$ cat src/rtl/des_key_schedule.sv
// DES key schedule: captures a 64-bit key, applies PC-1, then presents the
// sixteen 48-bit round subkeys one per valid/ready handshake, in K1..K16
// order when encrypting and K16..K1 order when decrypting.
module des_key_schedule (
  input  logic        clk,
  input  logic        rst,
  input  logic        start,
  input  logic        mode,
  input  logic [63:0] key,
  output logic        busy,
  output logic        sk_valid,
  input  logic        sk_ready,
  output logic [47:0] subkey,
  output logic [3:0]  round,
  output logic        done
);

  // PC-1: output bit n (1..56) takes DES key bit PC1_TAB entry n-1.
  // Entry 0 sits in the most significant byte.
  localparam logic [447:0] PC1_TAB = {
    8'd57, 8'd49, 8'd41, 8'd33, 8'd25, 8'd17, 8'd9,  8'd1,
    8'd58, 8'd50, 8'd42, 8'd34, 8'd26, 8'd18, 8'd10, 8'd2,
    8'd59, 8'd51, 8'd43, 8'd35, 8'd27, 8'd19, 8'd11, 8'd3,
    8'd60, 8'd52, 8'd44, 8'd36,
    8'd63, 8'd55, 8'd47, 8'd39, 8'd31, 8'd23, 8'd15, 8'd7,
    8'd62, 8'd54, 8'd46, 8'd38, 8'd30, 8'd22, 8'd14, 8'd6,
    8'd61, 8'd53, 8'd45, 8'd37, 8'd29, 8'd21, 8'd13, 8'd5,
    8'd28, 8'd20, 8'd12, 8'd4
  };

  // PC-2: subkey bit n (1..48) takes C/D bit PC2_TAB entry n-1.
  localparam logic [383:0] PC2_TAB = {
    8'd14, 8'd17, 8'd11, 8'd24, 8'd1,  8'd5,  8'd3,  8'd28,
    8'd15, 8'd6,  8'd21, 8'd10, 8'd23, 8'd19, 8'd12, 8'd4,
    8'd26, 8'd8,  8'd16, 8'd7,  8'd27, 8'd20, 8'd13, 8'd2,
    8'd41, 8'd52, 8'd31, 8'd37, 8'd47, 8'd55, 8'd30, 8'd40,
    8'd51, 8'd45, 8'd33, 8'd48, 8'd44, 8'd49, 8'd39, 8'd56,
    8'd34, 8'd53, 8'd46, 8'd42, 8'd50, 8'd36, 8'd29, 8'd32
  };

  typedef enum logic [1:0] {IDLE, ISSUE, DONE} state_t;

  state_t      state_reg, state_next;
  logic [27:0] c_reg, c_next;
  logic [27:0] d_reg, d_next;
  logic [3:0]  cnt_reg, cnt_next;
  logic        mode_reg, mode_next;

  logic [55:0] pc1_cd;
  logic [55:0] cd;
  logic        single_shift;

  // Parity bits (DES bits 8,16,...,64) play no part in the schedule.
  logic unused_parity;
  assign unused_parity = ^{key[56], key[48], key[40], key[32],
                           key[24], key[16], key[8],  key[0]};

  // Circular rotations within one 28-bit half.
  function automatic logic [27:0] rotl1(input logic [27:0] x);
    return {x[26:0], x[27]};
  endfunction

  function automatic logic [27:0] rotl2(input logic [27:0] x);
    return {x[25:0], x[27:26]};
  endfunction

  function automatic logic [27:0] rotr1(input logic [27:0] x);
    return {x[0], x[27:1]};
  endfunction

  function automatic logic [27:0] rotr2(input logic [27:0] x);
    return {x[1:0], x[27:2]};
  endfunction

  // PC-1 wiring; key[63] is DES bit 1.
  generate
    for (genvar gi = 0; gi < 56; gi++) begin : g_pc1
      localparam int SRC = int'(PC1_TAB[(55 - gi) * 8 +: 8]);
      assign pc1_cd[55 - gi] = key[64 - SRC];
    end
  endgenerate

  assign cd = {c_reg, d_reg};

  // PC-2 wiring straight off the C/D registers; subkey[47] is PC-2 bit 1.
  generate
    for (genvar gi = 0; gi < 48; gi++) begin : g_pc2
      localparam int SRC = int'(PC2_TAB[(47 - gi) * 8 +: 8]);
      assign subkey[47 - gi] = cd[56 - SRC];
    end
  endgenerate

  // The step after issue count cnt uses s[cnt+2] forward or s[16-cnt]
  // backward; both are single shifts exactly when cnt is 0, 7 or 14.
  assign single_shift = (cnt_reg == 4'd0) || (cnt_reg == 4'd7) ||
                        (cnt_reg == 4'd14);

  // Round index is the true key number, so decrypt counts down from 15.
  assign round = (state_reg == ISSUE) ? (mode_reg ? cnt_reg : ~cnt_reg) : 4'd0;

  // Next-state, datapath update and handshake outputs.
  always_comb begin
    state_next = state_reg;
    c_next     = c_reg;
    d_next     = d_reg;
    cnt_next   = cnt_reg;
    mode_next  = mode_reg;
    sk_valid   = 1'b0;
    busy       = 1'b0;
    done       = 1'b0;
    case (state_reg)
      IDLE: begin
        if (start) begin
          mode_next  = mode;
          cnt_next   = 4'd0;
          // Encrypt starts from CD1; decrypt from CD16, which equals CD0.
          c_next     = mode ? rotl1(pc1_cd[55:28]) : pc1_cd[55:28];
          d_next     = mode ? rotl1(pc1_cd[27:0])  : pc1_cd[27:0];
          state_next = ISSUE;
        end
      end
      ISSUE: begin
        sk_valid = 1'b1;
        busy     = 1'b1;
        if (sk_ready) begin
          if (cnt_reg == 4'd15) begin
            state_next = DONE;
          end else begin
            cnt_next = cnt_reg + 4'd1;
            if (mode_reg) begin
              c_next = single_shift ? rotl1(c_reg) : rotl2(c_reg);
              d_next = single_shift ? rotl1(d_reg) : rotl2(d_reg);
            end else begin
              c_next = single_shift ? rotr1(c_reg) : rotr2(c_reg);
              d_next = single_shift ? rotr1(d_reg) : rotr2(d_reg);
            end
          end
        end
      end
      DONE: begin
        done       = 1'b1;
        busy       = 1'b1;
        state_next = IDLE;
      end
      default: begin
        state_next = IDLE;
      end
    endcase
  end

  // State and datapath registers with synchronous reset.
  always_ff @(posedge clk) begin
    if (rst) begin
      state_reg <= IDLE;
      c_reg     <= 28'h0;
      d_reg     <= 28'h0;
      cnt_reg   <= 4'd0;
      mode_reg  <= 1'b1;
    end else begin
      state_reg <= state_next;
      c_reg     <= c_next;
      d_reg     <= d_next;
      cnt_reg   <= cnt_next;
      mode_reg  <= mode_next;
    end
  end

endmodule
$ cat config.mk
export PLATFORM = sky130hd
export DESIGN_NAME = des_key_schedule
export DESIGN_NICKNAME = d
export VERILOG_FILES = /design/src/rtl/des_key_schedule.sv
export SDC_FILE = /design/constraint.sdc
export NUM_CORES = 1
export LEC_CHECK = 0
export CORE_MARGIN = 5
export CORE_UTILIZATION = 40
export DETAILED_ROUTE_END_ITERATION = 10
export GPL_ROUTABILITY_DRIVEN = 0
export PLACE_DENSITY = 0.7
export SYNTH_ARGS = -nofsm -noshare
export SYNTH_HDL_FRONTEND = slang
export SYNTH_SLANG_ARGS = --single-unit
$ cat constraint.sdc
create_clock -name clk -period 3.6 [get_ports clk]
set_input_delay 0.9 -clock clk [delete_from_list [all_inputs] [get_ports clk]]
set_output_delay 0.9 -clock clk [all_outputs]
set_load 0.01 [all_outputs]
==> results.py <==
metrics = {
    "routing": {
        "drc": 0,
        "viasPerCell": 6.524,
        "num_vias": 7339,
        "post_drt_wl_per_cell_um": 20.94,
        "detail_route.iter0.violations": 885,
        "drt_first_pass_iters": 7,
        "wirelength_um": 23550,
        "ant_nets": 0,
    },
    "yosys": {
        "syn_area_um2": 6789,
        "synth_top_cell_by_area": "dfxtp_1",
        "synth_edf_count": 0,
        "synth-async-reset-ratio_pct": 0,
        "synth_area_leaders": "dfxtp_1 19%, mux2i_1 18%, nand2_1 5.9%, buf_4 5.6%, nor3_1 5.1%",
        "synth_area_per_cell_um2": 7.680,
        "yosysTopAreaCellShare_pct": 18.58,
        "synthCells": 884,
        "synth_nets": 960,
        "yosysUniqueCellTypes": 60,
        "ys_seq_elements": 63,
        "synth-main-ff-cell": "dfxtp_1",
        "synth_warnings": 0,
        "synth-seq-area-share_pct": 18.58,
    },
    "global_route": {
        "globalRouteOverflowTotal": 0,
        "grt.met1_usage_pct": 32.90,
        "grt_use_total_pct": 23.13,
        "grtUsageMet3_pct": 4.806,
        "met2_usage_pct": 35.23,
        "grt_max_degree": 83,
        "antenna_found_initial": 0,
        "grt_pass1_vias": 6898,
        "grt.busiest_layer": "met2",
        "grt_pass1_wl_um": 37980,
    },
    "sta": {
        "final-max-slew-violation-count": 0,
        "post-route-min-period_ps": 3144,
        "max_slew_margin_pct": 33.39,
        "finalSetupViolations": 0,
        "hold_viol": 0,
        "worst_slew_pin_slew_ps": 999.2,
        "fin_setup_tns_ps": 0,
        "hold_ws_ps": 564.7,
        "fin_skew_ps": 6.627,
        "min_period_over_period_pct": 87.34,
        "rsz0062_at_grt": "false",
        "max_freq_mhz": 318.1,
    },
    "cts": {
        "cts_resized": 0,
        "htreeDepth": 3,
        "cts-root-buf": "clkbuf_16",
        "post_cts_buffers": 0,
        "clock_sinks": 63,
        "cts_buffers": 9,
        "cts_hold_buf": 0,
        "cts_tree": "built",
        "clk_pin_slew_ps": 50,
        "clock_latency_ps": 350,
        "cts_max_path_buffers": 2,
    },
    "cells_and_area": {
        "mostFrequentLayoutCells": "122 x mux2i_1, 114 x clkdlybuf4s50_1, 106 x nand2_1",
        "utilization_pct": 48.00,
        "n_fill_cell": 1684,
        "final_common_cell": "mux2i_1",
        "final_area_um2": 7988,
        "seq_area_um2": 1265,
        "syn_to_final_growth_pct": 17.66,
        "nNetsFinal": 976,
        "multiInputGateArea_um2": 4695,
        "drive_gt1_share_pct": 7.072,
        "final_cell_count_no_fill": 1125,
        "antennaDiodeCount": 0,
    },
    "pwr": {
        "p_leak_nw": 3.126,
        "p_per_area_nw_per_um2": 581.4,
        "ir_drop_v": 0.0002724,
    },
    "worst_setup_path": {
        "path_max_fanout": 17,
        "crit_arrival_ps": 2240,
        "start_kind": "register",
        "worstPathRequired_ps": 2700,
        "path_class": "register to output port",
        "r2r_slack_ps": 880,
        "worstSetupEndpointType": "output port",
    },
    "placement": {
        "port_buffers": 115,
        "place_area_um2": 7710,
        "dp.cells": 1109,
        "dp_hpwl_um": 15630,
    },
    "die": {
        "core_um2": 16640,
        "rows": 47,
        "initial_utilization_pct": 40.79,
        "io_pins": 124,
        "die_w_um": 140.3,
        "die-height_um": 140.3,
        "die-area_um2": 19680,
    },
    "worst_hold_path": {
        "hold_path.class": "register to register",
    },
    "outcome": {
        "status": "completed",
    },
    "run": {
        "cap_viol_max_count": 0,
    },
}
## cells in the mapped netlist (all sizes together), types with 5 or more instances
library cell  instances
a211o                 8
a211oi               29
a21oi                47
a221o                 8
a221oi               22
a311o                 5
a32o                 31
and2                  6
and3                 20
buf                 104
clkbuf               39
dfxtp                63
ha                    7
inv                  11
mux2i               123
nand2               106
nand3                48
nor2                  8
nor3                 70
o211ai                5
o21ai                11
o22ai                32
o32ai                20
## report_power, final
part / switching (W) / internal, W / total (W)
clock network: 0.000345 / 0.000502 / 0.000847
logic: 0.00136 / 0.00113 / 0.00249
registers: 0.000424 / 0.000886 / 0.00131
total: 0.00213 / 0.00251 / 0.00464
## layout make-up
cell class | instances | area share, %
clock inverter | 3 | 0.2193
clock buffer | 13 | 3.258
multi-input combinational | 667 | 58.77
tap | 220 | 3.446
timing repair buffer | 148 | 17.95
sequential | 63 | 15.84
inverter | 11 | 0.5169
## worst max-delay path: stages, from the launching register on
cell,delay [ps]
dfxtp_1,330
inv_1,100
ha_1,570
and3_1,340
clkdlybuf4s50_1,560
## logic make-up after synthesis
family	share of synthesized area [%]
AND/OR/NAND/NOR	20.14
buffers and inverters	12.40
XOR/XNOR	0.5160
adder cells (fa/ha/maj)	1.290
flip-flops	18.58
multiplexers	19.31
AO/OA/AOI/OAI	27.76
## worst paths after layout
path	start	endpoint	cells past startpoint
worst max-delay path	state_reg[1]	round[3]	4
worst min-delay path	state_reg[1]	state_reg[1]	2
worst max register to register	cnt_reg[1]	c_reg[25]	5
worst min register to register	state_reg[1]	state_reg[1]	2
## metal layers
| metal | vias to the layer above | wire [um] | part of all wire (%) |
|---|---|---|---|
| li1 | 3401 | - | - |
| met4 | 0 | 487 | 2.1 |
| met5 | - | 0 | 0 |
| met1 | 3498 | 10520 | 45 |
| met3 | 40 | 2127 | 9.0 |
| met2 | 400 | 10420 | 44 |
## metrics by stage
step           total power (W)  worst slack, ps
2_1_floorplan         0.003009             1384
4_1_cts               0.004620            458.5
5_1_grt               0.004936            345.8
3_3_place_gp          0.003736            736.5
6_report              0.004644            455.9
3_5_place_dp          0.003765            693.4
Note: power is estimated with default switching activity, not from simulation.
